File: src/rtl/ice_uart_fifo_pkg.sv
// Shared constants for ice_uart_fifo: default register addresses, register
// selects, STATUS bit positions and FSM encodings.
package ice_uart_fifo_pkg;

  localparam logic [31:0] UART1_DATA_ADDR   = 32'h0300_0100;
  localparam logic [31:0] UART1_CLKDIV_ADDR = 32'h0300_0104;
  localparam logic [31:0] UART1_STATUS_ADDR = 32'h0300_0108;
  localparam logic [31:0] UART1_CTRL_ADDR   = 32'h0300_010C;

  localparam logic [1:0] REG_DATA   = 2'd0;
  localparam logic [1:0] REG_CLKDIV = 2'd1;
  localparam logic [1:0] REG_STATUS = 2'd2;
  localparam logic [1:0] REG_CTRL   = 2'd3;

  localparam int ST_TX_FULL   = 0;
  localparam int ST_TX_EMPTY  = 1;
  localparam int ST_RX_EMPTY  = 2;
  localparam int ST_RX_FULL   = 3;
  localparam int ST_TX_OVF    = 4;
  localparam int ST_RX_OVF    = 5;
  localparam int ST_FRAME_ERR = 6;
  localparam int ST_TX_BUSY   = 7;
  localparam int ST_RX_COUNT  = 8;

  localparam logic [31:0] MIN_DIV = 32'd4;

  typedef enum logic [1:0] {TX_IDLE, TX_START, TX_DATA, TX_STOP} tx_state_t;
  typedef enum logic [2:0] {RX_IDLE, RX_START, RX_DATA, RX_STOP, RX_BREAK} rx_state_t;

  function automatic logic [31:0] eff_div(input logic [31:0] d);
    return (d < MIN_DIV) ? MIN_DIV : d;
  endfunction

endpackage

File: src/rtl/ice_fifo_sync.sv
// Single-clock FIFO with first-word fall-through output; a push while full
// is accepted only when a pop happens in the same cycle.
module ice_fifo_sync #(
  parameter int WIDTH = 8,
  parameter int DEPTH = 16
) (
  input  logic                     clk,
  input  logic                     rst_n,
  input  logic                     push,
  input  logic                     pop,
  input  logic [WIDTH-1:0]         din,
  output logic [WIDTH-1:0]         dout,
  output logic                     full,
  output logic                     empty,
  output logic [$clog2(DEPTH):0]   count
);
  localparam int AW = $clog2(DEPTH);
  localparam int CW = AW + 1;

  logic [WIDTH-1:0] mem [DEPTH];
  logic [AW-1:0]    wr_ptr, rd_ptr;
  logic             do_push, do_pop;

  assign empty   = (count == '0);
  assign full    = (count == CW'(DEPTH));
  assign do_pop  = pop && !empty;
  assign do_push = push && (!full || do_pop);
  assign dout    = mem[rd_ptr];

  always_ff @(posedge clk or negedge rst_n) begin
    if (!rst_n) begin
      wr_ptr <= '0;
      rd_ptr <= '0;
      count  <= '0;
    end else begin
      if (do_push) wr_ptr <= wr_ptr + AW'(1);
      if (do_pop)  rd_ptr <= rd_ptr + AW'(1);
      count <= count + CW'(do_push) - CW'(do_pop);
    end
  end

  always_ff @(posedge clk) begin
    if (do_push) mem[wr_ptr] <= din;
  end

endmodule

File: src/rtl/ice_uart_fifo.sv
// 8N1 UART with TX/RX FIFOs on the iomem bus. Define UART_IRQ_EN to get the
// CTRL register and the irq output; otherwise CTRL reads 0.
module ice_uart_fifo
  import ice_uart_fifo_pkg::*;
#(
  parameter logic [31:0] BASE_ADDR   = 32'h0300_0100,
  parameter int          FIFO_DEPTH  = 16,
  parameter logic [31:0] DEFAULT_DIV = 32'd104
) (
  input  logic        i_clk,
  input  logic        i_rst_n,
  input  logic [31:0] io_memaddr,
  input  logic [31:0] io_wdata,
  input  logic [3:0]  io_wstrb,
  input  logic        io_valid,
  output logic [31:0] io_rdata,
  output logic        io_ready,
  input  logic        ser_rx,
  output logic        ser_tx
`ifdef UART_IRQ_EN
  , output logic      irq
`endif
);
  localparam int CW = $clog2(FIFO_DEPTH) + 1;

  logic          hit, wr, rd;
  logic [1:0]    sel;
  logic [31:0]   clkdiv, div, status, rdata_nxt;
  logic          tx_ovf, rx_ovf, frame_err;
  logic [2:0]    flag_clr;
  logic          tx_push_req, tx_pop, tx_full, tx_empty;
  logic [7:0]    tx_dout;
  logic [CW-1:0] tx_count;
  logic          rx_push, rx_pop, rx_full, rx_empty, rx_ferr;
  logic [7:0]    rx_dout;
  logic [CW-1:0] rx_count;
  logic          unused_bits;

  assign hit = io_valid && (io_memaddr[31:4] == BASE_ADDR[31:4]) && !io_ready;
  assign wr  = hit && (io_wstrb != 4'h0);
  assign rd  = hit && (io_wstrb == 4'h0);
  assign sel = io_memaddr[3:2];
  assign div = eff_div(clkdiv);
  assign unused_bits = ^{io_memaddr[1:0], tx_count};

  assign tx_push_req = wr && (sel == REG_DATA) && io_wstrb[0];
  assign rx_pop      = rd && (sel == REG_DATA) && !rx_empty;
  assign flag_clr    = (wr && (sel == REG_STATUS) && io_wstrb[0]) ? io_wdata[6:4] : 3'b000;

  ice_fifo_sync #(.WIDTH(8), .DEPTH(FIFO_DEPTH)) u_tx_fifo (
    .clk(i_clk), .rst_n(i_rst_n), .push(tx_push_req), .pop(tx_pop), .din(io_wdata[7:0]),
    .dout(tx_dout), .full(tx_full), .empty(tx_empty), .count(tx_count));

  // ---------------- TX FSM ----------------
  tx_state_t   tx_state, tx_state_nxt;
  logic [31:0] tx_cnt, tx_cnt_nxt;
  logic [2:0]  tx_bit, tx_bit_nxt;
  logic [7:0]  tx_sh, tx_sh_nxt;
  logic        ser_tx_nxt, tx_tc;

  assign tx_tc = (tx_cnt == 32'd0);

  always_ff @(posedge i_clk or negedge i_rst_n) begin
    if (!i_rst_n) begin
      tx_state <= TX_IDLE;
      tx_cnt   <= '0;
      tx_bit   <= '0;
      tx_sh    <= '0;
      ser_tx   <= 1'b1;
    end else begin
      tx_state <= tx_state_nxt;
      tx_cnt   <= tx_cnt_nxt;
      tx_bit   <= tx_bit_nxt;
      tx_sh    <= tx_sh_nxt;
      ser_tx   <= ser_tx_nxt;
    end
  end

  always_comb begin
    tx_state_nxt = tx_state;
    tx_cnt_nxt   = tx_tc ? tx_cnt : tx_cnt - 32'd1;
    tx_bit_nxt   = tx_bit;
    tx_sh_nxt    = tx_sh;
    ser_tx_nxt   = ser_tx;
    tx_pop       = 1'b0;
    case (tx_state)
      TX_START: if (tx_tc) begin
        tx_state_nxt = TX_DATA;
        ser_tx_nxt   = tx_sh[0];
        tx_sh_nxt    = tx_sh >> 1;
        tx_bit_nxt   = 3'd0;
        tx_cnt_nxt   = div - 32'd1;
      end
      TX_DATA: if (tx_tc) begin
        tx_cnt_nxt = div - 32'd1;
        if (tx_bit == 3'd7) begin
          tx_state_nxt = TX_STOP;
          ser_tx_nxt   = 1'b1;
        end else begin
          tx_bit_nxt = tx_bit + 3'd1;
          ser_tx_nxt = tx_sh[0];
          tx_sh_nxt  = tx_sh >> 1;
        end
      end
      default: begin
        // IDLE, or the end of STOP: chain straight into the next frame
        if (tx_state == TX_IDLE || tx_tc) begin
          ser_tx_nxt   = 1'b1;
          tx_state_nxt = TX_IDLE;
          if (!tx_empty) begin
            tx_pop       = 1'b1;
            tx_sh_nxt    = tx_dout;
            ser_tx_nxt   = 1'b0;
            tx_cnt_nxt   = div - 32'd1;
            tx_state_nxt = TX_START;
          end
        end
      end
    endcase
  end

  // ---------------- RX FSM ----------------
  rx_state_t   rx_state, rx_state_nxt;
  logic [31:0] rx_cnt, rx_cnt_nxt;
  logic [2:0]  rx_bit, rx_bit_nxt;
  logic [7:0]  rx_sh, rx_sh_nxt;
  logic        rx_s1, rx_s2, rx_s3, rx_tc;

  assign rx_tc = (rx_cnt == 32'd0);

  always_ff @(posedge i_clk or negedge i_rst_n) begin
    if (!i_rst_n) begin
      {rx_s1, rx_s2, rx_s3} <= 3'b111;
      rx_state <= RX_IDLE;
      rx_cnt   <= '0;
      rx_bit   <= '0;
      rx_sh    <= '0;
    end else begin
      {rx_s1, rx_s2, rx_s3} <= {ser_rx, rx_s1, rx_s2};
      rx_state <= rx_state_nxt;
      rx_cnt   <= rx_cnt_nxt;
      rx_bit   <= rx_bit_nxt;
      rx_sh    <= rx_sh_nxt;
    end
  end

  always_comb begin
    rx_state_nxt = rx_state;
    rx_cnt_nxt   = rx_tc ? rx_cnt : rx_cnt - 32'd1;
    rx_bit_nxt   = rx_bit;
    rx_sh_nxt    = rx_sh;
    rx_push      = 1'b0;
    rx_ferr      = 1'b0;
    case (rx_state)
      RX_IDLE: if (rx_s3 && !rx_s2) begin
        rx_state_nxt = RX_START;
        rx_cnt_nxt   = (div >> 1) - 32'd1;
      end
      RX_START: if (rx_tc) begin
        rx_state_nxt = rx_s2 ? RX_IDLE : RX_DATA;
        rx_bit_nxt   = 3'd0;
        rx_cnt_nxt   = div - 32'd1;
      end
      RX_DATA: if (rx_tc) begin
        rx_sh_nxt  = {rx_s2, rx_sh[7:1]};
        rx_cnt_nxt = div - 32'd1;
        rx_bit_nxt = rx_bit + 3'd1;
        if (rx_bit == 3'd7) rx_state_nxt = RX_STOP;
      end
      RX_STOP: if (rx_tc) begin
        rx_push      = rx_s2;
        rx_ferr      = !rx_s2;
        rx_state_nxt = rx_s2 ? RX_IDLE : RX_BREAK;
      end
      default: if (rx_s2) rx_state_nxt = RX_IDLE;
    endcase
  end

  ice_fifo_sync #(.WIDTH(8), .DEPTH(FIFO_DEPTH)) u_rx_fifo (
    .clk(i_clk), .rst_n(i_rst_n), .push(rx_push), .pop(rx_pop), .din(rx_sh),
    .dout(rx_dout), .full(rx_full), .empty(rx_empty), .count(rx_count));

  // ---------------- registers and bus ----------------
`ifdef UART_IRQ_EN
  logic [2:0] ctrl;
  always_ff @(posedge i_clk or negedge i_rst_n) begin
    if (!i_rst_n) ctrl <= 3'b000;
    else if (wr && (sel == REG_CTRL) && io_wstrb[0]) ctrl <= io_wdata[2:0];
  end
  assign irq = (ctrl[0] & !rx_empty) | (ctrl[1] & tx_empty) |
               (ctrl[2] & (tx_ovf | rx_ovf | frame_err));
`endif

  assign status = {15'h0, 9'(rx_count), (tx_state != TX_IDLE), frame_err, rx_ovf, tx_ovf,
                   rx_full, rx_empty, tx_empty, tx_full};

  always_comb begin
    rdata_nxt = 32'h0;
    case (sel)
      REG_DATA:   rdata_nxt = rx_empty ? 32'hFFFF_FFFF : {24'h0, rx_dout};
      REG_CLKDIV: rdata_nxt = clkdiv;
      REG_STATUS: rdata_nxt = status;
`ifdef UART_IRQ_EN
      default:    rdata_nxt = {29'h0, ctrl};
`else
      default:    rdata_nxt = 32'h0;
`endif
    endcase
  end

  always_ff @(posedge i_clk or negedge i_rst_n) begin
    if (!i_rst_n) begin
      io_ready  <= 1'b0;
      io_rdata  <= '0;
      clkdiv    <= DEFAULT_DIV;
      tx_ovf    <= 1'b0;
      rx_ovf    <= 1'b0;
      frame_err <= 1'b0;
    end else begin
      io_ready <= hit;
      io_rdata <= rd ? rdata_nxt : 32'h0;
      if (wr && (sel == REG_CLKDIV))
        for (int b = 0; b < 4; b++)
          if (io_wstrb[b]) clkdiv[8*b +: 8] <= io_wdata[8*b +: 8];
      // a new event wins over a clear in the same cycle
      tx_ovf    <= (tx_ovf & ~flag_clr[0]) | (tx_push_req & tx_full & ~tx_pop);
      rx_ovf    <= (rx_ovf & ~flag_clr[1]) | (rx_push & rx_full & ~rx_pop);
      frame_err <= (frame_err & ~flag_clr[2]) | rx_ferr;
    end
  end

endmodule
File: config.mk
export PLATFORM = sky130hd
export DESIGN_NAME = ice_uart_fifo
export DESIGN_NICKNAME = d
export VERILOG_FILES = /design/src/rtl/ice_uart_fifo_pkg.sv /design/src/rtl/ice_fifo_sync.sv /design/src/rtl/ice_uart_fifo.sv
export SDC_FILE = /design/constraint.sdc
export NUM_CORES = 1
export LEC_CHECK = 0
export ABC_AREA = 0
export BUFFER_PORTS_ARGS = -buffer_cell sky130_fd_sc_hd__buf_2
export CAP_MARGIN = 20
export CORE_MARGIN = 5
export CORE_UTILIZATION = 56
export DETAILED_ROUTE_END_ITERATION = 8
export GPL_ROUTABILITY_DRIVEN = 0
export PLACE_DENSITY = 0.86
export SLEW_MARGIN = 15
export SYNTH_ARGS = -nofsm -noshare
export SYNTH_HDL_FRONTEND = slang
export SYNTH_SLANG_ARGS = --single-unit
File: constraint.sdc
create_clock -name i_clk -period 3.33 [get_ports i_clk]
set_clock_uncertainty 0.1 [all_clocks]
set_input_delay 0 -clock i_clk [delete_from_list [all_inputs] [get_ports i_clk]]
set_output_delay 0 -clock i_clk [all_outputs]
set_load 0.02 [all_outputs]
==> results of run 1 <==
## sequential cells by signal, indices dropped and copies added (netlist names), 5 cells and up
name             cells
u_tx_fifo.count      5
u_rx_fifo.count      5
rx_cnt              32
tx_cnt              32
tx_sh                8
io_rdata            32
clkdiv              32
u_tx_fifo.mem      128
u_rx_fifo.mem      128
rx_sh                8
## report_power, final
group	internal, mW	switching [mW]	total [mW]
Sequential	6.04	0.319	6.36
Clock	2.89	2.14	5.04
Combinational	0.686	0.885	1.57
Total	9.62	3.35	13.0
## layout by cell type, fill, tap and decap left out, types with 41 or more instances in the layout
| cell type | Yosys | final |
|---|---|---|
| xnor2_1 | 73 | 72 |
| nor2_1 | 96 | 95 |
| clkbuf_16 | 0 | 45 |
| mux2i_1 | 42 | 42 |
| dfrtp_1 | 182 | 180 |
| inv_1 | 50 | 48 |
| dlygate4sd3_1 | 0 | 46 |
| nor4_1 | 51 | 42 |
| mux2_2 | 52 | 52 |
| nor3_1 | 57 | 54 |
| buf_4 | 0 | 160 |
| o21ai_0 | 53 | 51 |
| xor2_1 | 45 | 41 |
| edfxtp_1 | 256 | 256 |
| buf_2 | 16 | 102 |
| nand2_1 | 100 | 100 |
| mux4_2 | 73 | 73 |
## final timing paths
kind                                      end  slack, ps  cells after the start
max                                rx_cnt[18]        -50                     13
min                        u_tx_fifo.count[2]         10                      2
max reg2reg                        rx_cnt[18]        -50                     13
min reg2reg                             rx_s2        260                      0
max in group asynchronous              ser_tx       2190                      3
min in group i_clk                  clkdiv[9]         50                      3
## synth_stat cells (all sizes together) (45+ instances only)
cell type  count
edfxtp       256
clkbuf        67
xor2          45
inv           50
xnor2         73
mux2          54
dfrtp        182
o21ai         54
nor4          57
nor2          96
nand2        100
mux4          73
nor3          57
## per-stage QoR
stage,hold WS [ps],util,setup TNS (ps)
after global routing,57.22,0.6797,-1587
after global placement,7.883,0.6201,0
final,12.49,0.6797,-59.43
after CTS,10.48,0.6727,-88.46
after floorplan,-395.6,-,0
after detailed placement,6.753,0.6201,-26.33
## metal layers
layer / up-vias / part of all wire / GRT usage
li1: 6321 / - / -
met1: 7601 / 0.36 / 0.3635
met2: 1150 / 0.48 / 0.4588
met5: - / 0.00078 / 0
met3: 322 / 0.11 / 0.07172
met4: 6 / 0.051 / 0.09214
## layout make-up
class	instances	area [µm²]	area share
flip-flops and latches	445	12430	0.4994
multi-input cells	949	7988	0.3210
repair buffers	312	2237	0.08990
clock buffers	60	1212	0.04872
well taps	468	585.6	0.02353
clock inverters	22	245.2	0.009855
inverters	50	187.7	0.007542
## worst max-delay path, stage by stage, from the launching register on
cell	delay, ps
dfstp_2	620
nor4_1	70
nand4_1	210
buf_4	170
buf_4	120
o21ba_2	160
ha_1	200
nor3b_4	360
nand3_4	230
nor4_4	370
buf_4	180
xor2_1	230
a22oi_1	130
o21ai_0	150
## cell families (layout without fill, tap and decap cells)
logic type	count (synthesis)	in the layout	synth area share
DFF	445	445	0.5993
and+or+nand+nor	425	425	0.1067
AOI/OAI and AO/OA	202	202	0.06511
muxes	169	169	0.1293
buffers and inverters	147	444	0.02794
xor gates and xnor gates	118	118	0.04985
adders and majority gates	35	35	0.02185
## repair_timing
item | in CTS | in global routing
hold buffers | 46 | 0
pin swaps | 2 | 6
resized for setup | 0 | 39
hold endpoints to repair | 286 | 0
endpoints found under the setup margin | 6 | 133
setup buffers | 1 | 7
==> flow_metrics.py, run 1 <==
metrics = {
    "critical_path": {
        "crit_type": "register to register",
        "startpoint_type": "register",
        "startpoint": "clkdiv[3]",
        "reg2reg_from": "clkdiv[3]",
        "critPathRequiredTime_ps": 3710,
        "end_kind": "register",
        "arrival_ps": 3760,
        "cp_max_fo": 6,
    },
    "clocking": {
        "root_buffer": "clkbuf_16",
        "numCtsBuffers": 44,
        "clock_sinks": 445,
        "htree_levels": 2,
        "cts_buffer_depth": 3,
        "clk_latency_ps": 570,
        "clk_pin_slew_ps": 60,
        "cts_tree": "done",
    },
    "sta": {
        "maxSlewHeadroom": 0.1632,
        "tightest_slew_ps": 1251,
        "fin_crit_ps": 3377,
        "finalMaxSlewViolations": 0,
        "rsz0062_at_grt": "yes",
        "period_share": 1.014,
        "fmaxAchievable_mhz": 296.1,
        "setup_ws_ps": -46.82,
        "setup_viol": 3,
        "final_hold_viol_count": 0,
    },
    "yosys": {
        "synth_edf_count": 256,
        "yosysTopAreaCell": "edfxtp_1",
        "yosysSeqAreaShare": 0.5993,
        "yosysWarnings": 0,
        "synth_seq_cells": 445,
        "avgSynthCellArea_um2": 13.45,
        "syn_nets": 1648,
        "synth_area_um2": 20730,
        "synth.area.top_cells": "edfxtp_1 (37%), dfrtp_1 (22%), mux4_2 (7.9%), xnor2_1 (3.1%), mux2_2 (2.8%)",
        "syn_inst": 1541,
        "synthArstFlopShare": 0.4247,
        "synth_top_area_frac": 0.3708,
        "synth_flop_cell": "edfxtp_1",
        "ys_types": 71,
    },
    "floorplanning": {
        "die_w_um": 202.4,
        "fp.dieH_um": 202.4,
        "io-pin-count": 106,
        "start_util": 0.5663,
        "rows": 70,
        "core_um2": 36610,
        "dieArea_um2": 40970,
    },
    "routing": {
        "wl_um": 59190,
        "drc": 34,
        "viasPerCell": 6.678,
        "drt_iter0_markers": 2318,
        "avgRoutedWirePerCell_um": 25.67,
        "final_antenna_net_count": 0,
        "drt_pass1_iterations": 9,
        "vias": 15400,
    },
    "cells_and_area": {
        "area_growth_pct": 20.02,
        "drive_gt1_frac": 0.2851,
        "nets": 1909,
        "num-fill-cells": 2198,
        "final_cells": 2306,
        "diodes": 0,
        "fin_area_um2": 24880,
    },
    "worst_hold_path": {
        "hold_class": "input port to asynchronous set/reset pin",
    },
    "place": {
        "pre_cts_slack_ps": -26.33,
        "dpl_cell_area_um2": 22700,
        "dp_hpwl_um": 37700,
        "portBuffers": 103,
        "place_inst": 2170,
    },
    "global_routing": {
        "grt_overflow": 0,
        "antenna_found_initial": 4,
        "grt_max_degree": 105,
        "grt_use_total": 0.2777,
        "grt_pass1_vias": 15350,
        "grt_pass1_wl_um": 89280,
    },
    "power": {
        "p_leak_nw": 9.999,
        "p_per_area_nw_per_um2": 521.1,
        "p_total_mw": 12.97,
        "ir_drop_mv": 0.4154,
    },
    "outcome": {
        "violations": "DRC, setup timing",
        "outcome": "complete, but fails checks",
    },
    "run": {
        "cap_violations": 0,
    },
}
Note: power is estimated with default switching activity, not from simulation.
==> inputs of run 2 (changes only) <==
Settings changed: CAP_MARGIN 20 to 30, CORE_UTILIZATION 56 to 62, PLACE_DENSITY 0.86 to 0.9.
Clock period 3.33 ns to 3.8 ns, I/O delays scaled along.
==> run 2 against run 1 <==
Net effect: the flow finishes with violations (DRC, hold timing, setup timing); utilization grew 4.9 points; sequential share of layout area grew 1.3 points; register-to-register slack lost 30 ps; combinational power shrank 16%; via count grew 1.1%; non-clock buffer count shrank 59; final cell count shrank 3.6%; global-route usage grew 5.9 points; sequential power shrank 13%; clock power shrank 12%; critical path type unchanged; critical endpoint is now rx_cnt[21]; largest cell class unchanged; largest power group unchanged; highest routed layer unchanged.
==> flow_metrics.py, run 2 (same netlist as run 1, synthesis figures left out) <==
metrics = {
    "outcome": {
        "outcome": "complete, but fails checks",
        "violations": "DRC, hold timing, setup timing",
    },
    "critical_path": {
        "arrival_ps": 4200,
        "startpoint_type": "register",
        "cp_max_fo": 7,
        "critPathRequiredTime_ps": 4120,
        "end_kind": "register",
        "crit_type": "register to register",
    },
    "cells_and_area": {
        "final_cell_mix": "edfxtp_1 (256), dfrtp_1 (180), buf_2 (102)",
        "layout_commonest_cell": "edfxtp_1",
        "diodes": 0,
        "nets": 1850,
        "reg.largest.list": "u_rx_fifo.mem x128, u_tx_fifo.mem x128",
        "area_growth_pct": 17.03,
        "final_cells": 2223,
        "postLayoutCoreUtil": 0.7291,
        "drive_gt1_frac": 0.2496,
    },
    "sta": {
        "final_hold_viol_count": 3,
        "maxSlewHeadroom": 0.2992,
        "hold-worst-slack_ps": -2.901,
        "setup_viol": 7,
        "fin_crit_ps": 3881,
        "tightest_slew_ps": 1042,
        "fmaxAchievable_mhz": 257.6,
        "period_share": 1.021,
        "setup_ws_ps": -81.48,
        "finalMaxSlewViolations": 0,
    },
    "clocking": {
        "clock_sinks": 445,
        "cts_buffer_depth": 3,
        "root_buffer": "clkbuf_16",
        "cts_tree": "done",
        "numCtsBuffers": 44,
        "htree_levels": 2,
        "clk_pin_slew_ps": 70,
        "clk_latency_ps": 570,
    },
    "routing": {
        "wl_met1_um": 20390,
        "vias": 15570,
        "wl_met2_um": 29740,
        "viasPerCell": 7.005,
        "drt_pass1_iterations": 9,
        "route.met3.wl_um": 7920,
        "final_antenna_net_count": 0,
        "top_layer": "met5",
        "drc": 1,
        "avgRoutedWirePerCell_um": 27.98,
        "wl_um": 62190,
        "drt_iter0_markers": 2794,
    },
    "power": {
        "p_per_area_nw_per_um2": 466.9,
        "p_leak_nw": 9.681,
        "ir_drop_mv": 0.4923,
        "p_total_mw": 11.33,
    },
    "place": {
        "dp_hpwl_um": 37500,
        "portBuffers": 103,
        "place_inst": 2097,
    },
    "floorplanning": {
        "dieArea_um2": 37200,
        "rows": 67,
        "die_w_um": 192.9,
        "core_um2": 33280,
        "io-pin-count": 106,
        "fp.dieH_um": 192.9,
        "start_util": 0.6230,
    },
    "global_routing": {
        "grt_use_total": 0.3367,
        "antenna_found_initial": 3,
        "grt_overflow": 0,
        "grt_pass1_vias": 16040,
        "grt_max_degree": 72,
        "grt_pass1_wl_um": 94420,
    },
    "run": {
        "cap_violations": 0,
    },
    "worst_hold_path": {
        "hold_class": "input port to register",
    },
}
run 2: cell count changes in the layout (fill, tap and decap cells not counted), sizes merged, moves of 2 or more:
cell | previous run | this run
buf | 265 | 207
clkinvlp | 1 | 4
inv | 53 | 50
clkinv | 14 | 12
run 2: through the flow:
stage          worst slack [ps]  hold WS (ps)  setup TNS, ps  instance area (µm²)
2_1_floorplan             160.1        -395.6              0                20730
3_3_place_gp              222.7         6.951              0                22230
3_5_place_dp             -108.3         5.740         -128.0                22270
4_1_cts                   61.12         4.949              0                24190
5_1_grt                  -190.1         17.20          -1744                24260
6_report                 -81.48        -2.901         -330.8                24260
run 2: area by class of cell:
cell class                      count  area, µm²
Fill cell                        1798       9016
Sequential cell                   445      12430
Inverter                           50      187.7
Timing Repair Buffer              253       1821
Multi-Input combinational cell    949       7805
Tap cell                          448      560.5
Clock buffer                       59       1249
Clock inverter                     19      214.0
run 2: final timing paths:
kind / startpoint / endpoint / slack [ps] / cells after the start
max in group asynchronous: i_rst_n / tx_cnt[29] / 1610 / 4
min in group asynchronous: i_rst_n / io_rdata[28] / 460 / 3
setup / recovery: clkdiv[30] / rx_cnt[21] / -80 / 10
hold / removal: io_wstrb[1] / clkdiv[15] / -3 / 3
setup reg to reg: clkdiv[30] / rx_cnt[21] / -80 / 10
hold reg to reg: rx_s1 / rx_s2 / 260 / 0
run 2: metal layers:
layer,vias to the layer above,track usage
met5,-,0
met2,1408,0.5495
met4,4,0.1613
li1,6194,-
met3,448,0.1017
met1,7519,0.4136
run 2: repair_timing:
item | 4_1_cts | 5_1_grt
pin swaps | 0 | 1
buffers inserted | 0 | 3
gates resized for setup | 1 | 9
hold buffers | 45 | 0
endpoints found under the setup margin | 2 | 23
hold endpoints to repair | 310 | 0
run 2: worst max-delay path, cell delays in order (launching register included):
cell and delay, ps:
dfrtp_1 400, nor4_1 530, nand4_1 260, o21ai_0 310
ha_1 290, nor3b_2 420, nand3_2 330, nor3_1 430
nand2_1 150, xor2_1 330, o221ai_1 160
run 2: where the power goes:
part           internal, mW  switching (mW)
Clock                  2.52            1.92
Combinational         0.521           0.802
Sequential             5.29           0.268
Total                  8.34            2.99
